$ cat src/rtl/spike_rate_encoder_if.sv
// Handshake and data bundle between a pixel source and the spike rate encoder.
// master drives start/pix; slave (the encoder) returns the spike train and window totals.
interface spike_rate_encoder_if #(
   parameter int N_CH    = 2,
   parameter int PIX_W   = 8,
   parameter int WIN_LEN = 16,
   parameter int CNT_W   = $clog2(WIN_LEN + 1)
);
   localparam int SW = (WIN_LEN > 1) ? $clog2(WIN_LEN) : 1;

   logic                    start;
   logic [N_CH*PIX_W-1:0]   pix;
   logic                    busy;
   logic                    x_valid;
   logic [N_CH-1:0]         x_spike;
   logic [SW-1:0]           step_idx;
   logic                    done;
   logic [N_CH*CNT_W-1:0]   spike_count;

   modport master (
      output start, pix,
      input  busy, x_valid, x_spike, step_idx, done, spike_count
   );

   modport slave (
      input  start, pix,
      output busy, x_valid, x_spike, step_idx, done, spike_count
   );
endinterface

$ cat src/rtl/spike_rate_encoder.sv
// Bernoulli rate encoder: per-channel intensities become spike trains over a fixed
// window, driven by a 16-bit LFSR reseeded on every accepted start.
module spike_rate_encoder #(
   parameter int          N_CH      = 2,
   parameter int          PIX_W     = 8,
   parameter int          WIN_LEN   = 16,
   parameter logic [15:0] LFSR_SEED = 16'hACE1,
   parameter int          CNT_W     = $clog2(WIN_LEN + 1)
) (
   input logic                 clk,
   input logic                 reset,
   spike_rate_encoder_if.slave bus
);
   localparam int SW = (WIN_LEN > 1) ? $clog2(WIN_LEN) : 1;

   typedef enum logic [1:0] {IDLE, RUN, DONE} state_t;

   state_t                  state;
   logic [15:0]             lfsr;
   logic [N_CH*PIX_W-1:0]   pix_q;
   logic [SW-1:0]           k;
   logic [N_CH-1:0]         spike;
   logic                    busy_q;
   logic                    x_valid_q;
   logic                    done_q;
   logic [N_CH-1:0]         x_spike_q;
   logic [SW-1:0]           step_q;
   logic [N_CH*CNT_W-1:0]   cnt_q;

   // Full-scale intensity forces a spike, since rnd < all-ones misses rnd == all-ones.
   always_comb begin
      spike = '0;
      for (int unsigned c = 0; c < N_CH; c++) begin
         spike[c] = (lfsr[c*PIX_W +: PIX_W] < pix_q[c*PIX_W +: PIX_W]) ||
                    (pix_q[c*PIX_W +: PIX_W] == '1);
      end
   end

   always_ff @(posedge clk) begin
      if (reset) begin
         state     <= IDLE;
         lfsr      <= LFSR_SEED;
         pix_q     <= '0;
         k         <= '0;
         busy_q    <= 1'b0;
         x_valid_q <= 1'b0;
         x_spike_q <= '0;
         step_q    <= '0;
         done_q    <= 1'b0;
         cnt_q     <= '0;
      end else begin
         unique case (state)
            IDLE: begin
               done_q    <= 1'b0;
               x_valid_q <= 1'b0;
               x_spike_q <= '0;
               busy_q    <= bus.start;
               if (bus.start) begin
                  pix_q <= bus.pix;
                  lfsr  <= LFSR_SEED;
                  cnt_q <= '0;
                  k     <= '0;
                  state <= RUN;
               end
            end
            RUN: begin
               x_valid_q <= 1'b1;
               x_spike_q <= spike;
               step_q    <= k;
               k         <= k + SW'(1);
               lfsr      <= {lfsr[14:0], lfsr[15] ^ lfsr[13] ^ lfsr[12] ^ lfsr[10]};
               for (int unsigned c = 0; c < N_CH; c++) begin
                  cnt_q[c*CNT_W +: CNT_W] <= cnt_q[c*CNT_W +: CNT_W] + CNT_W'(spike[c]);
               end
               if (k == SW'(WIN_LEN - 1)) state <= DONE;
            end
            DONE: begin
               x_valid_q <= 1'b0;
               x_spike_q <= '0;
               done_q    <= 1'b1;
               state     <= IDLE;
            end
            default: state <= IDLE;
         endcase
      end
   end

   assign bus.busy        = busy_q;
   assign bus.x_valid     = x_valid_q;
   assign bus.x_spike     = x_spike_q;
   assign bus.step_idx    = step_q;
   assign bus.done        = done_q;
   assign bus.spike_count = cnt_q;
endmodule

$ cat src/flat_wrapper.sv
// flat-port wrapper written by rule: the top's interface ports become plain ports
module spike_rate_encoder_flat 
#(
   parameter int          N_CH      = 2,
   parameter int          PIX_W     = 8,
   parameter int          WIN_LEN   = 16,
   parameter logic [15:0] LFSR_SEED = 16'hACE1,
   parameter int          CNT_W     = $clog2(WIN_LEN + 1)
)
  (clk, reset, bus_start, bus_pix, bus_busy, bus_x_valid, bus_x_spike, bus_step_idx, bus_done, bus_spike_count);
  spike_rate_encoder_if #(.N_CH(N_CH), .PIX_W(PIX_W), .WIN_LEN(WIN_LEN), .CNT_W(CNT_W)) bus_i ();
  input logic clk;
  input logic reset;
  input wire logic [$bits(bus_i.start)-1:0] bus_start;
  input wire logic [$bits(bus_i.pix)-1:0] bus_pix;
  output wire logic [$bits(bus_i.busy)-1:0] bus_busy;
  output wire logic [$bits(bus_i.x_valid)-1:0] bus_x_valid;
  output wire logic [$bits(bus_i.x_spike)-1:0] bus_x_spike;
  output wire logic [$bits(bus_i.step_idx)-1:0] bus_step_idx;
  output wire logic [$bits(bus_i.done)-1:0] bus_done;
  output wire logic [$bits(bus_i.spike_count)-1:0] bus_spike_count;
  assign bus_i.start = bus_start;
  assign bus_i.pix = bus_pix;
  assign bus_busy = bus_i.busy;
  assign bus_x_valid = bus_i.x_valid;
  assign bus_x_spike = bus_i.x_spike;
  assign bus_step_idx = bus_i.step_idx;
  assign bus_done = bus_i.done;
  assign bus_spike_count = bus_i.spike_count;
  spike_rate_encoder #(.N_CH(N_CH), .PIX_W(PIX_W), .WIN_LEN(WIN_LEN), .LFSR_SEED(LFSR_SEED), .CNT_W(CNT_W)) u_core (.clk(clk), .reset(reset), .bus(bus_i));
endmodule
$ cat config.mk
export PLATFORM = sky130hd
export DESIGN_NAME = spike_rate_encoder_flat
export DESIGN_NICKNAME = d
export VERILOG_FILES = /design/src/rtl/spike_rate_encoder_if.sv /design/src/rtl/spike_rate_encoder.sv /design/src/flat_wrapper.sv
export SDC_FILE = /design/constraint.sdc
export NUM_CORES = 1
export LEC_CHECK = 0
export CORE_UTILIZATION = 35
export DETAILED_ROUTE_END_ITERATION = 8
export PLACE_DENSITY = 0.57
export SLEW_MARGIN = 5
export SYNTH_ARGS = -nofsm -noshare
export SYNTH_HDL_FRONTEND = slang
export SYNTH_SLANG_ARGS = --single-unit
$ cat constraint.sdc
create_clock -name clk -period 5.23 [get_ports clk]
set_clock_uncertainty 0.2 [all_clocks]
set_input_delay 1.046 -clock clk [delete_from_list [all_inputs] [get_ports clk]]
set_output_delay 1.046 -clock clk [all_outputs]
set_load 0.01 [all_outputs]
==> results of run 1 <==
-- logic make-up after synthesis --
| group | after synthesis | share of synthesized area, % |
|---|---|---|
| compound gates | 69 | 18.25 |
| flops | 57 | 43.91 |
| xor+xnor | 3 | 1.011 |
| mux | 5 | 2.118 |
| buf+inv | 32 | 6.547 |
| fa+ha+maj | 19 | 9.148 |
| simple gates | 99 | 19.02 |
-- sequential cells by signal, indices dropped and copies added (netlist names) --
signal and count:
u_core.lfsr 16, u_core.k 4, u_core.state 2, u_core.bus.x_spike 2, u_core.bus.x_valid 1, u_core.bus.busy 1
u_core.pix_q 16, u_core.bus.spike_count 10, u_core.bus.done 1, u_core.bus.step_idx 4
-- worst paths after layout --
kind,startpoint,to,slack (ns),cells after the start
worst max-delay path,reset,u_core.lfsr[7],2.22,4
worst min-delay path,u_core.bus.step_idx[1],u_core.bus.step_idx[1],0.25,2
worst max register to register,u_core.pix_q[2],u_core.bus.spike_count[2],2.44,11
worst min register to register,u_core.bus.step_idx[1],u_core.bus.step_idx[1],0.25,2
-- cell type report --
type,instances,area share [%]
clock inverters,3,1.254
inverters,18,2.116
well taps,99,3.879
flip-flops and latches,57,35.74
multi-input cells,195,40.32
clock buffers,12,4.859
repair buffers,38,11.83
-- cell usage in the layout (no fill, tap or decap), types with 3 or more instances in the layout --
master / n
a22o_1: 9
ha_1: 19
a211o_1: 3
clkdlybuf4s50_1: 37
nand3_2: 3
nand2b_1: 3
or2_0: 3
o21ai_0: 3
inv_1: 18
a21oi_1: 31
mux2_2: 4
nand2_1: 45
nand3_1: 5
clkbuf_8: 11
a22oi_1: 4
o22a_1: 7
nand4_1: 11
nor2_1: 19
dfxtp_1: 57
xnor2_1: 3
-- report_power, final --
part           switching (W)  internal (W)
clock network       0.000172      0.000242
logic              0.0000568     0.0000500
registers          0.0000180      0.000452
-- layer usage --
| layer | up-vias | share of wire, % |
|---|---|---|
| met2 | 43 | 44 |
| met4 | 0 | 2.5 |
| li1 | 1070 | - |
| met5 | - | 0 |
| met1 | 921 | 50 |
| met3 | 8 | 3.4 |
-- per-stage QoR --
stage / setup slack [ns] / hold WS, ns / total power (W)
6_report: 2.222 / 0.2524 / 0.0009908
5_1_grt: 2.083 / 0.2795 / 0.001037
4_1_cts: 2.209 / 0.2555 / 0.001002
3_5_place_dp: 1.848 / 0.2471 / 0.0005875
3_3_place_gp: 1.892 / 0.2457 / 0.0005856
2_1_floorplan: 2.835 / 0.2483 / 0.0005540
-- critical path, stage by stage --
cell and delay [ns]:
clkdlybuf4s50_1 1.16, buf_4 0.38, nand2b_1 0.31, o22a_1 0.18
==> summary.md, run 1 <==
| Metric | Value |
|---|---|
| Status | `completed` |
| CORE AREA | `just over 7000 um2` |
| CTS tree | `built` |
| Syn Nets | `322` |
| Crit share post-route | `roughly 58%` |
| Die Span Y | `between 80 and 90 um` |
| Initial drt markers | `74` |
| PD cells | `310.3 nW/um2` |
| Fin. Hold Viols | `0` |
| Met1 usage | `between 20 and 25%` |
| Dpl cells | `407` |
| Critical Path Sink Type | `flip-flop` |
| Count of input and output buffers | `37` |
| Final core utilization | `44.26%` |
| Flops & latches, synth | `between 50 and 60` |
| Seq/Total Area, Yosys | `approximately 44%` |
| Antenna Nets Post-Route | `0` |
| Commonest cells in the netlist | `57 x dfxtp_1, 45 x nand2_1, 31 x a21oi_1` |
| Chip Width | `about 88 um` |
| # clock sinks | `between 50 and 60` |
| Setup TNS | `0 ns` |
| Unrepaired setup endpoints after global routing | `no` |
| I/O pin cnt | `38` |
| Post-CTS Setup Bufs | `0` |
| Remaining Overflow, GRT | `0` |
| Yosys warns | `0` |
| First-pass detailed-route iteration total | `4` |
| Share of cells above drive strength 1 | `roughly a tenth` |
| Fin crit period | `3.008 ns` |
| Die ar. | `just under 8000 um2` |
| Critical-path maximum fanout | `28` |
| Clock Path Buffers | `2` |
| Total routed wirelength | `between 5000 and 6000 um` |
| Maximum vdd ir drop | `~0.14 mV` |
| Met3 Usage GRT | `between 3 and 4%` |
| Mapped Cells | `about 280` |
| Crit path required time | `5.31 ns` |
| # hold bufs at CTS | `0` |
| DP Area | `approximately 3000 um2` |
| # DRC | `0` |
| P_leak | `between 1 and 1.5 nW` |
| Top cell type's share of synthesized area | `43.91%` |
| FMAX | `332.4 MHz` |
| GRT Util Overall | `between 15 and 20%` |
| Leading post-synthesis cells by cell area | `dfxtp_1 44%, ha_1 9.1%, nand2_1 6.5%` |
| Final GP Congestion | `between 0.7 and 0.8` |
| Crit Path Class | `in2reg` |
| Distinct cells, synth | `41` |
| Reg area | `between 1000 and 1500 um2` |
| Most frequent cell after synthesis | `dfxtp_1` |
| Synth area leader | `dfxtp_1` |
| Pin count of the biggest net entering global routing | `29` |
| Final Non-Filler Cells | `between 400 and 500` |
| Prevailing post-synth register cell | `dfxtp_1` |
| Final Setup Violations | `0` |
| Initial Utilization | `between 30 and 40%` |
| CTS Buf Count | `9` |
| Area Overhead vs Synth | `22.87%` |
| Grt peak-use layer | `met2` |
| Worst slew margin | `between 20% and 30%` |
| Total number of vias | `between 2000 and 2500` |
| Synth async-reset ratio | `0%` |
| First-pass GRT wire length | `9570 um` |
| Avg WL per Cell | `between 10 and 15 um` |
| EDFF count, synth | `0` |
| Met2 GRT Util | `around a quarter` |
| Slew @ Worst Pin | `~1.0 ns` |
| Worst-Skew Late Latency | `approximately 0.34 ns` |
| Row count | `31` |
| H-tree levels | `3` |
| Footprint of the multi-input gates | `roughly 1300 um2` |
| Clock-pin slew on the worst setup and hold paths | `~0.06 ns` |
| Max-slew violations | `0` |
| Ant diodes | `0` |
| Worst hold path type | `reg2reg` |
| Fillers | `roughly 730` |
| Crit start category | `primary input` |
| Avg Cell Area, Syn | `just over 9 um2` |
| Post-Syn Area | `approximately 2600 um2` |
| Initial antenna violation count | `0` |
| Vias in the first global route | `slightly below 2000` |
| Vias/cell | `about 4.8` |
| Final #Nets | `roughly 360` |
| WP data arrival | `between 3 and 4 ns` |
| Post-CTS Resized | `0` |
| Max-Cap Viols | `0` |
| Final HPWL DP | `between 3000 and 4000 um` |
| CTS Root Cell | `clkbuf_8` |
| Final Cell Area | `approximately 3200 um2` |
Note: power is estimated with default switching activity, not from simulation.
==> inputs of run 2 (changes only) <==
--- a/config.mk
+++ b/config.mk
@@ -7,7 +7,7 @@
 export LEC_CHECK = 0
 export CORE_UTILIZATION = 35
 export DETAILED_ROUTE_END_ITERATION = 8
-export PLACE_DENSITY = 0.57
+export PLACE_DENSITY = 0.59
 export SLEW_MARGIN = 5
 export SYNTH_ARGS = -nofsm -noshare
 export SYNTH_HDL_FRONTEND = slang
==> constraint.sdc (replaced) <==
create_clock -name clk -period 2.6 [get_ports clk]
set_clock_uncertainty 0.2 [all_clocks]
set_input_delay 0.52 -clock clk [delete_from_list [all_inputs] [get_ports clk]]
set_output_delay 0.52 -clock clk [all_outputs]
set_load 0.01 [all_outputs]
==> summary.md, run 2 (synthesis results as in run 1) <==
| Metric | Value |
|---|---|
| First-pass detailed-route iteration total | `4` |
| # clock sinks | `57` |
| Die Span Y | `between 80 and 90 um` |
| Commonest cells after routing, fill and taps aside | `53 x dfxtp_1, 45 x nand2_1, 37 x clkdlybuf4s50_1` |
| Initial Utilization | `a little over a third` |
| Initial antenna violation count | `0` |
| Wl on met1 | `about 3000 um` |
| P_leak | `~1.2 nW` |
| CTS Buf Count | `9` |
| Commonest non-fill, non-tap cell in the layout | `dfxtp_1` |
| Max-slew violations | `0` |
| Crit start category | `flip-flop` |
| Crit path required time | `roughly 2.6 ns` |
| Initial drt markers | `between 70 and 80` |
| Clock-pin slew on the worst setup and hold paths | `0.06 ns` |
| H-tree levels | `3` |
| Crit Path Class | `reg2reg` |
| FMAX | `~400 MHz` |
| Fin. Hold Viols | `0` |
| Final Setup Violations | `0` |
| Final #Nets | `374` |
| PD cells | `about 570 nW/um2` |
| CTS tree | `built` |
| Clock Path Buffers | `2` |
| Remaining Overflow, GRT | `0` |
| Share of cells above drive strength 1 | `about a fifth` |
| Worst-path cell with the longest stage delay | `mux2_2` |
| # DRC | `0` |
| Die ar. | `approximately 7800 um2` |
| Vias/cell | `slightly below 5` |
| Chip Width | `approximately 90 um` |
| CP delay by family, top | `compound AO/OA/AOI/OAI gates` |
| Fin crit period | `between 2 and 3 ns` |
| Reg2reg start | `u_core.pix_q[13]` |
| WL met2 | `between 2000 and 3000 um` |
| I/O pin cnt | `38` |
| Setup TNS | `0 ns` |
| Worst-Skew Late Latency | `around 0.34 ns` |
| Max-Cap Viols | `0` |
| Final core utilization | `between 40% and 50%` |
| CORE AREA | `~7200 um2` |
| First-pass GRT wire length | `about 9400 um` |
| Ant diodes | `0` |
| Count of input and output buffers | `37` |
| Antenna Nets Post-Route | `0` |
| Met3 routed WL | `195 um` |
| Worst hold path type | `reg2reg` |
| Critical-path maximum fanout | `3` |
| # hold bufs at CTS | `0` |
| Reg2reg path depth | `11` |
| HP Start | `u_core.bus.step_idx[1]` |
| Worst Hold End | `u_core.bus.step_idx[1]` |
| Worst hold margin | `0.2578 ns` |
| Final GP Congestion | `0.8434` |
| Total number of vias | `2144` |
| Status | `completed` |
| Max layer used | `met4` |
| Critical Path Sink Type | `flip-flop` |
| Dpl cells | `between 400 and 500` |
| Critical path's largest stage delay | `approximately 0.34 ns` |
| Crit share post-route | `about 97%` |
| Row count | `31` |
| GRT Util Overall | `approximately 16%` |
| Area Overhead vs Synth | `30.67%` |
| CP cell instances | `inv_1 -> ha_4 -> a211o_1 -> o211ai_1 -> o311ai_2 -> o21ai_1 -> ha_2 -> ha_4 -> mux2_2 -> a22oi_2 -> nor2_1` |
| Worst path most repeated cell | `ha_4` |
| Final Non-Filler Cells | `approximately 440` |
| Vias in the first global route | `1981` |
| Pin count of the biggest net entering global routing | `17` |
| Maximum vdd ir drop | `between 0.2 and 0.25 mV` |
| Unrepaired setup endpoints after global routing | `yes` |
| R2r endpoint | `u_core.bus.spike_count[7]` |
| WP buf/inv | `1` |
| Final HPWL DP | `a little over 4000 um` |
| Total routed wirelength | `around 5900 um` |
| Worst reg2reg setup slack | `between 0.08 and 0.09 ns` |
| Avg WL per Cell | `13.44 um` |
| Slew @ Worst Pin | `around 0.65 ns` |
| CTS Root Cell | `clkbuf_8` |
| Worst slew margin | `between 50 and 60%` |
| WP data arrival | `2.54 ns` |
| Hold Path Depth | `2` |
run 2: changes by cell type in the layout (fill, tap and decap cells not counted), sizes merged:
cell,previous run,this run
buf,1,18
bufinv,1,0
clkbuf,12,13
clkinv,2,0
run 2: layout make-up:
type	instances	area [um2]
fill	713	3819
timing repair buffer	55	505.5
sequential	57	1146
clock buffer	13	168.9
tap	99	123.9
inverter	18	67.56
multi-input combinational	195	1384
run 2: per-stage QoR:
| stage | worst slack (ns) | instance area (um2) | power (W) |
|---|---|---|---|
| after floorplan | 0.2052 | 2599 | 0.001114 |
| after global placement | 0.05329 | 3103 | 0.001204 |
| after detailed placement | -0.007598 | 3103 | 0.001206 |
| after CTS | 0.003277 | 3286 | 0.001935 |
| after global routing | -0.02972 | 3396 | 0.002020 |
| final | 0.08791 | 3396 | 0.001929 |
run 2: layer usage:
metal	vias to the layer above	GRT usage, %
met4	0	8.798
met3	11	3.770
met5	-	0
met2	40	24.41
met1	991	21.97
li1	1102	-
run 2: worst max path at each step:
stage          cells past startpoint                   endpoint              from
2_1_floorplan                     11  u_core.bus.spike_count[2]   u_core.pix_q[2]
3_3_place_gp                      11  u_core.bus.spike_count[7]  u_core.pix_q[13]
3_5_place_dp                      11  u_core.bus.spike_count[7]  u_core.pix_q[13]
4_1_cts                           11  u_core.bus.spike_count[2]   u_core.pix_q[2]
5_1_grt                           11  u_core.bus.spike_count[2]   u_core.pix_q[5]
6_report                          11  u_core.bus.spike_count[7]  u_core.pix_q[13]
run 2: what timing repair did:
item	CTS	global route
pin swaps	3	4
buffers inserted	1	2
hold endpoints to repair	0	0
cloned	0	0
resized for setup	5	16
endpoints found under the setup margin	2	5
run 2: where the power goes:
group	leakage, nW	internal (W)	switching (W)
logic	0.670	0.000129	0.000134
registers	0.466	0.000911	0.0000322
clock network	0.0875	0.000408	0.000315
total	1.22	0.00145	0.000481
run 2: worst register-to-register path, delay by kind of cell (launching register included):
family	cells	cell delay, ns
AO/OA/AOI/OAI	5	0.79
adder cells (fa/ha/maj)	3	0.62
multiplexers	1	0.34
flip-flops	1	0.33
buffers and inverters	1	0.07
AND/OR/NAND/NOR	1	0.05
